### src/rtl/seq_fx_multiplier_if.sv
// Request/response bundle for the sequential fixed-point multiplier:
// start + operands in, busy/valid/ovf + result out.
interface seq_fx_multiplier_if #(
  parameter int unsigned WIDTH = 10
);
  logic             start;
  logic [WIDTH-1:0] a_in;
  logic [WIDTH-1:0] b_in;
  logic             busy;
  logic             valid;
  logic             ovf;
  logic [WIDTH-1:0] result;

  modport master (output start, a_in, b_in, input busy, valid, ovf, result);
  modport slave  (input start, a_in, b_in, output busy, valid, ovf, result);
endinterface

### src/rtl/seq_fx_multiplier.sv
// Sequential shift-add unsigned Q(WIDTH-FRAC).FRAC multiplier, one partial product per cycle.
// Define SEQ_FX_MULT_SATURATE_EN to force result to all-ones on overflow.
module seq_fx_multiplier #(
  parameter int unsigned WIDTH = 10,
  parameter int unsigned FRAC  = 6
) (
  input logic                clk,
  input logic                rst_n,
  input logic                sclr,
  seq_fx_multiplier_if.slave bus
);

  localparam int unsigned CW = $clog2(WIDTH + 1);

  typedef enum logic [2:0] {IDLE, LOAD, CHECK, ITER, FINISH} state_t;

  state_t           state;
  logic [WIDTH-1:0] b_reg;
  logic [WIDTH-1:0] acc;
  logic [WIDTH-1:0] q;
  logic             carry;
  logic [CW-1:0]    count;
  logic             busy_r;
  logic             valid_r;
  logic             ovf_r;
  logic [WIDTH-1:0] result_r;

  logic [WIDTH:0]     sum;
  logic [WIDTH-1:0]   acc_next;
  logic [WIDTH-1:0]   q_next;
  logic [2*WIDTH-1:0] prod_next;
  logic               prod_ovf;
  logic [WIDTH-1:0]   prod_out;

  // Add-and-shift for the current step; on the last step the shifted
  // value is already the full product, so outputs load from it directly.
  always_comb begin
    sum       = {carry, acc} + (q[0] ? {1'b0, b_reg} : '0);
    acc_next  = sum[WIDTH:1];
    q_next    = {sum[0], q[WIDTH-1:1]};
    prod_next = {acc_next, q_next};
    prod_ovf  = (prod_next >> (WIDTH + FRAC)) != '0;
`ifdef SEQ_FX_MULT_SATURATE_EN
    prod_out  = prod_ovf ? '1 : WIDTH'(prod_next >> FRAC);
`else
    prod_out  = WIDTH'(prod_next >> FRAC);
`endif
  end

  // Result/valid/ovf are registered on entry to FINISH so they are
  // visible during the FINISH cycle; FINISH itself only retires them.
  always_ff @(posedge clk or negedge rst_n) begin
    if (!rst_n) begin
      state    <= IDLE;
      b_reg    <= '0;
      acc      <= '0;
      q        <= '0;
      carry    <= 1'b0;
      count    <= '0;
      busy_r   <= 1'b0;
      valid_r  <= 1'b0;
      ovf_r    <= 1'b0;
      result_r <= '0;
    end else if (sclr) begin
      state    <= IDLE;
      b_reg    <= '0;
      acc      <= '0;
      q        <= '0;
      carry    <= 1'b0;
      count    <= '0;
      busy_r   <= 1'b0;
      valid_r  <= 1'b0;
      ovf_r    <= 1'b0;
      result_r <= '0;
    end else begin
      case (state)
        IDLE: begin
          if (bus.start) begin
            state  <= LOAD;
            busy_r <= 1'b1;
          end
        end
        LOAD: begin
          b_reg <= bus.b_in;
          q     <= bus.a_in;
          acc   <= '0;
          carry <= 1'b0;
          count <= '0;
          state <= CHECK;
        end
        CHECK: begin
          if (b_reg == '0 || q == '0) begin
            result_r <= '0;
            valid_r  <= 1'b1;
            state    <= FINISH;
          end else begin
            state <= ITER;
          end
        end
        ITER: begin
          acc   <= acc_next;
          q     <= q_next;
          carry <= 1'b0;
          count <= count + 1'b1;
          if (count == CW'(WIDTH - 1)) begin
            result_r <= prod_out;
            valid_r  <= !prod_ovf;
            ovf_r    <= prod_ovf;
            state    <= FINISH;
          end
        end
        FINISH: begin
          busy_r  <= 1'b0;
          valid_r <= 1'b0;
          ovf_r   <= 1'b0;
          state   <= IDLE;
        end
        default: state <= IDLE;
      endcase
    end
  end

  assign bus.busy   = busy_r;
  assign bus.valid  = valid_r;
  assign bus.ovf    = ovf_r;
  assign bus.result = result_r;

endmodule

### src/flat_wrapper.sv
// flat-port wrapper written by rule: the top's interface ports become plain ports
module seq_fx_multiplier_flat 
#(
  parameter int unsigned WIDTH = 10,
  parameter int unsigned FRAC  = 6
)
  (clk, rst_n, sclr, bus_start, bus_a_in, bus_b_in, bus_busy, bus_valid, bus_ovf, bus_result);
  seq_fx_multiplier_if #(.WIDTH(WIDTH)) bus_i ();
  input logic clk;
  input logic rst_n;
  input logic sclr;
  input wire logic [$bits(bus_i.start)-1:0] bus_start;
  input wire logic [$bits(bus_i.a_in)-1:0] bus_a_in;
  input wire logic [$bits(bus_i.b_in)-1:0] bus_b_in;
  output wire logic [$bits(bus_i.busy)-1:0] bus_busy;
  output wire logic [$bits(bus_i.valid)-1:0] bus_valid;
  output wire logic [$bits(bus_i.ovf)-1:0] bus_ovf;
  output wire logic [$bits(bus_i.result)-1:0] bus_result;
  assign bus_i.start = bus_start;
  assign bus_i.a_in = bus_a_in;
  assign bus_i.b_in = bus_b_in;
  assign bus_busy = bus_i.busy;
  assign bus_valid = bus_i.valid;
  assign bus_ovf = bus_i.ovf;
  assign bus_result = bus_i.result;
  seq_fx_multiplier #(.WIDTH(WIDTH), .FRAC(FRAC)) u_core (.clk(clk), .rst_n(rst_n), .sclr(sclr), .bus(bus_i));
endmodule
### config.mk
export PLATFORM = sky130hd
export DESIGN_NAME = seq_fx_multiplier_flat
export DESIGN_NICKNAME = d
export VERILOG_FILES = /design/src/rtl/seq_fx_multiplier_if.sv /design/src/rtl/seq_fx_multiplier.sv /design/src/flat_wrapper.sv
export SDC_FILE = /design/constraint.sdc
export NUM_CORES = 1
export LEC_CHECK = 0
export CAP_MARGIN = 20
export CORE_ASPECT_RATIO = 1.75
export CORE_MARGIN = 2
export CORE_UTILIZATION = 31
export DETAILED_ROUTE_END_ITERATION = 12
export GPL_TIMING_DRIVEN = 0
export PLACE_DENSITY = 0.59
export SETUP_SLACK_MARGIN = 0.3
export SYNTH_ARGS = -nofsm -noshare
export SYNTH_HDL_FRONTEND = slang
export SYNTH_SLANG_ARGS = --single-unit
export TNS_END_PERCENT = 20
### constraint.sdc
create_clock -name clk -period 3.58 [get_ports clk]
set_clock_uncertainty 0.1 [all_clocks]
set_input_delay 0.537 -clock clk [delete_from_list [all_inputs] [get_ports clk]]
set_output_delay 0.537 -clock clk [all_outputs]
set_load 0.02 [all_outputs]
==> impl_results.md, run 1 <==
* Core area at 0.00831 sq mm
* Power Dens Cells at 428 mW/mm^2
* Die width at 73.9 microns
* Tmin final at 3.00 ns
* Status: completed
* Final Hold Violating Endpoints at 0
* YS warnings at 0
* Fin crit share at 0.839
* Worst Setup End Kind: register
* Post-Route WL at 6.30 mm
* R2r endpoint: u_core.bus.valid
* RR Startpoint: u_core.q[0]
* Non-Filler Instances at 425
* Crit path required time at 3.71 ns
* Vias per cell at 4.79
* Post-CTS Hold Buffers at 0
* Clk slew on worst S/H paths at 0.06 ns
* Startpoint types: register
* Slowest stage delay, CP at 0.43 ns
* CP startpoint: u_core.q[0]
* Slew headroom at 0.583
* Area contributors post-synth: dfrtp_1, mux2i_1, nand2_1
* Post-Synth XOR/XNOR Area at 0.0297
* Post-place instance area at 0.00316 sq mm
* Cell Area, Synth at 0.00265 sq mm
* Worst-Skew Late Latency at 0.29 ns
* Fill cells at 844
* Clock Sinks at 50
* Clk buf depth at 2
* Net Count, Synth at 304
* Final Max Tran Viols at 0
* Area Growth Syn to Fin at 24.4%
* Overflow after GRT at 0
* Worst reg2reg path depth at 10
* Initial antenna violation count at 0
* Dpl ws at 0.407 ns
* RSZ-0062 raised after global routing: false
* DRT iter0 DRCs at 71
* Largest net degree at the start of global routing at 37
* Vias after detailed routing at 2035
* Worst hold path class: in -> async
* WHS at 0.0573 ns
* Vias in the first global route at 2152
* Mean area per synthesized cell at 9.94 sq um
* Register area share after synthesis at 0.471
* H-tree Lvls at 2
* IO Pins at 37
* Post-CTS Setup Inserts at 0
* Fin Setup TNS at 0 ns
* Residual DRC at 0
* Post-synth cell types at 41
* Global-route wire length before repair at 10.5 mm
* Post-Synth Adder-Cell Area at 0.0641
* Routed Antenna Nets at 0
* Largest family of logic cells by synthesized area: simple AND/OR/NAND/NOR gates
* RePlAce Congestion at 0.793
* Hpwl dp at 4.86 mm
* All-Layer GR Usage at 0.147
* Crit-path max FO at 10
* Synth Instances at 267
* Synth top area share at 0.471
* Slew @ Worst Pin at 0.626 ns
* 1st-pass router iterations at 4
* Layout Nets at 347
* Clock root buffer: clkbuf_16
* Routed WL per cell at 14.8 microns
* Final WS setup at 0.575 ns
* FMAX at 333 MHz
* Final setup viols at 0
* Leading area contributor after synthesis: dfrtp_1
* Post-route cell area at 0.00330 sq mm
* PortBufs at 35
* Flops & latches, synth at 50
* Die Y at 126 microns
* Mux contribution to synthesized area at 0.0811
* Ant. Diodes at 0
* Die ar. at 0.00935 sq mm
* Reg2Reg Setup Slack at 0.58 ns
* Layout cells sized above 1 at 0.0710
* VDD IR max at 220 uV
* Crit path cell chain: clkbuf_1 -> and2_1 -> ha_1 -> fa_1 -> a21o_1 -> a21oi_1 -> o21a_1 -> o21ai_1 -> nor4_2 -> o221a_2
* # rows at 44
* LEAKAGE at 1.47 nW
* Critical Path AT at 3.13 ns
* Compound-gate portion of the synthesized area at 0.161
* MaxCap Viol Count at 0
* Critical-path top delay cell: fa_1
* Kind of critical path: reg -> reg
* CTS tree: built
* Cts repair resizes at 0
* TritonCTS Buffers at 5
* Simple-gate share of the synthesized area at 0.162
* Dpl cells at 418
* Starting Density at 0.319
-- metal layers --
| layer | GRT usage | vias to the layer above | wire length [microns] |
|---|---|---|---|
| met5 | 0 | - | 0 |
| met4 | 0.0663 | 0 | 182 |
| met2 | 0.267 | 23 | 3630 |
| met1 | 0.163 | 989 | 2400 |
| li1 | - | 1013 | - |
| met3 | 0.0214 | 10 | 81 |
-- cell type report --
type                            count  area [sq um]  share of cell area
Sequential cell                    50          1250               0.379
Clock buffer                        7           133              0.0402
Multi-Input combinational cell    199          1330               0.402
Buffer                             13          62.6              0.0189
Inverter                            5          18.8             0.00568
Tap cell                          115           144              0.0436
Timing Repair Buffer               36           365               0.111
-- worst max-delay path, delay by kind of cell, from the launching register on --
kind	cells	cell delay [ns]
buffers and inverters	1	0.20
AOI/OAI and AO/OA	5	1.04
DFF	1	0.42
adders and majority gates	2	0.67
and+or+nand+nor	2	0.51
-- placed cells by master (no fill, tap or decap), drive strengths merged, types with 6 or more instances in the layout --
cell           count
a211oi            11
a21o               6
a21oi             11
and2              11
buf                7
clkbuf            15
clkdlybuf4s50     34
dfrtp             50
ha                12
mux2i             20
nand2             41
nor2              28
o21ai             20
xnor2              7
-- power breakdown --
part           internal (W)  switching (W)
clock network      0.000256       0.000198
registers          0.000608      0.0000407
logic              0.000134       0.000179
-- how the worst max path moves through the flow --
stage / to / slack (ns) / depth (start not counted)
global placement: u_core.b_reg[7] / 0.32 / 1
finish: u_core.bus.valid / 0.58 / 10
CTS: u_core.bus.valid / 0.36 / 10
detailed placement: u_core.bus.valid / 0.41 / 10
global route: u_core.bus.valid / 0.41 / 10
floorplan: u_core.bus.valid / 0.93 / 10
-- cell usage after synthesis, drive strengths merged --
cell type,instances
a2111oi,1
a211oi,11
a21boi,1
a21o,6
a21oi,11
a22o,2
a31oi,2
a41oi,1
and2,11
and3,1
and4bb,1
buf,5
clkbuf,8
dfrtp,50
fa,1
ha,12
inv,5
mux2,1
mux2i,20
nand2,41
nand3,3
nor2,28
nor2b,2
nor3,1
nor4,5
o211ai,1
o21a,2
o21ai,20
o221a,1
o311ai,1
o32ai,1
or2,2
xnor2,7
xor2,2
-- kinds of logic (layout without fill, tap and decap cells) --
| kind of cell | after synthesis | in the layout |
|---|---|---|
| compound gates | 61 | 61 |
| xor+xnor | 9 | 9 |
| fa+ha+maj | 13 | 13 |
| buf+inv | 18 | 61 |
| flops | 50 | 50 |
| mux | 21 | 21 |
| simple gates | 95 | 95 |
-- per-stage QoR --
stage	utilization	power, W
finish	0.397	0.00141
global route	0.397	0.00149
CTS	0.396	0.00143
detailed placement	0.380	0.000974
global placement	0.379	0.000967
floorplan	-	0.000861
No activity file was read; power rests on OpenSTA's default activity.
==> run 2, diff against run 1 <==
- PLACE_DENSITY: 0.59 -> 0.61
- clock period: 3.58 -> 2.4 ns (I/O delays scaled with it)
==> run 2 against run 1 <==
Effect of this change: the flow now finishes with violations (setup timing); cell area is 8.6% higher; flip-flop and latch count unchanged; clock-buffer cell count is the same; via count is 3.8% higher; wire length increased by 2.0%; critical path depth stayed put; utilization up 3.4 points; largest power group unchanged.
==> impl_results.md, run 2 (synthesis gave the netlist of run 1 again) <==
* Status: complete, but fails checks
* Violated checks: setup timing
* Fin crit share at 1.00
* Dpl cells at 418
* Worst hold path class: in -> reg
* Reg2Reg Setup Slack at -0.008 ns
* Overflow after GRT at 0
* Final WS setup at -0.00797 ns
* Crit path required time at 2.53 ns
* FMAX at 415 MHz
* TritonCTS Buffers at 5
* VDD IR max at 461 uV
* Internal cell power at 0.00152 W
* Post-Route WL at 6.42 mm
* Hold Path Origin: sclr
* Routed Antenna Nets at 0
* Area Growth Syn to Fin at 35.1%
* Power Dens Cells at 600 mW/mm^2
* Gate power share at 0.235
* IO Pins at 37
* Dpl ws at -0.226 ns
* Kind of critical path: reg -> reg
* Commonest non-fill, non-tap cell in the layout: dfrtp_1
* Vias after detailed routing at 2113
* Layout cells sized above 1 at 0.189
* 1st-pass router iterations at 4
* Slew @ Worst Pin at 0.666 ns
* RePlAce Congestion at 0.796
* Worst Setup End Kind: register
* Critical-path top delay cell: dfrtp_1
* Most frequent cells in the layout: dfrtp_1, nand2_1, clkdlybuf4s50_1, nor2_1, mux2i_1
* Slowest stage delay, CP at 0.40 ns
* Vias per cell at 4.82
* Die ar. at 0.00935 sq mm
* H-tree Lvls at 2
* Largest net degree at the start of global routing at 29
* Crit-path max FO at 10
* Die Y at 126 microns
* Residual DRC at 0
* Die width at 73.9 microns
* Global-route wire length before repair at 10.3 mm
* Clock Sinks at 50
* R2r endpoint: u_core.bus.valid
* All-Layer GR Usage at 0.145
* Hpwl dp at 4.68 mm
* Clk slew on worst S/H paths at 0.06 ns
* Core area at 0.00831 sq mm
* Non-Filler Instances at 438
* Clock power frac at 0.315
* Worst hold path depth at 3
* Starting Density at 0.319
* RR Startpoint: u_core.q[0]
* Final Hold Violating Endpoints at 0
* # rows at 44
* Worst-Skew Late Latency at 0.29 ns
* Critical Path AT at 2.54 ns
* Final Max Tran Viols at 0
* RSZ-0062 raised after global routing: true
* Initial antenna violation count at 0
* Startpoint types: register
* MaxCap Viol Count at 0
* Tmin final at 2.41 ns
* Slew headroom at 0.556
* Switch share at 0.295
* NetSw at 0.000635 W
* Routed WL per cell at 14.7 microns
* Vias in the first global route at 2182
* Clock root buffer: clkbuf_16
* Crit path cell chain: buf_8 -> and2_4 -> ha_4 -> o211ai_1 -> o21ai_2 -> a21boi_2 -> xnor2_1 -> buf_4 -> nor4_4 -> o221a_2
* Worst reg2reg path depth at 10
* Hold EP: u_core.state[1]
* DRT iter0 DRCs at 68
* Final setup viols at 1
* CTS tree: built
* Ant. Diodes at 0
* Post-layout util at 0.431
* Seq pwr share at 0.451
* PortBufs at 35
* Clk buf depth at 2
* LEAKAGE at 1.56 nW
* Layout Nets at 360
[run 2: power groups by stage]
stage               combinational (W)  clock [W]  sequential [W]
floorplan                    0.000317          0        0.000969
global placement             0.000459          0        0.000981
detailed placement           0.000471          0        0.000982
CTS                          0.000500   0.000691        0.000968
global route                 0.000556   0.000723        0.000978
finish                       0.000505   0.000677        0.000969
[run 2: final cells by class]
cell class                      count  area (sq um)
Inverter                            5          18.8
Sequential cell                    50          1250
Clock buffer                        7           133
Tap cell                          115           144
Timing Repair Buffer               49           477
Buffer                             13          73.8
Fill cell                         806          4730
Multi-Input combinational cell    199          1490
[run 2: critical path, delay by kind of cell, from the launching register on]
kind                       cells  cell delay (ns)
AOI/OAI and AO/OA              4             0.67
DFF                            1             0.40
xor gates and xnor gates       1             0.14
and+or+nand+nor                2             0.45
adders and majority gates      1             0.29
buffers and inverters          2             0.29
[run 2: per-stage QoR]
stage          instance area (sq um)   TNS, ns  total power (W)  hold slack [ns]
6_report                        3580  -0.00797          0.00215            0.372
5_1_grt                         3580    -0.257          0.00226            0.380
4_1_cts                         3490   -0.0157          0.00216            0.366
3_5_place_dp                    3180    -0.445          0.00145            0.273
3_3_place_gp                    3170    -33.17          0.00144            0.367
2_1_floorplan                   2670         0          0.00129          -0.0356
[run 2: how the worst max path moves through the flow]
stage	from	to	slack (ns)	cells after the start
finish	u_core.q[0]	u_core.bus.valid	-0.008	10
global route	u_core.q[0]	u_core.bus.valid	-0.1	10
CTS	u_core.q[0]	u_core.bus.valid	-0.02	10
detailed placement	u_core.q[0]	u_core.bus.valid	-0.23	9
global placement	rst_n	u_core.b_reg[6]	-0.66	1
floorplan	u_core.q[0]	u_core.bus.valid	0.11	10
[run 2: repair_timing]
| action | CTS | global route |
|---|---|---|
| endpoints found under the setup margin | 18 | 19 |
| pin swaps | 11 | 18 |
| hold buffers | 1 | 0 |
| gates resized for setup | 19 | 15 |
| buffers inserted | 6 | 6 |
| hold endpoints to repair | 22 | 0 |
[run 2: metal layers]
layer / wire (microns) / share of wire / track usage / vias to the layer above
li1: - / - / - / 1038
met5: 0 / 0 / 0 / -
met2: 3680 / 0.57 / 0.273 / 36
met1: 2340 / 0.36 / 0.145 / 1025
met4: 241 / 0.038 / 0.0717 / 0
met3: 158 / 0.025 / 0.0270 / 14
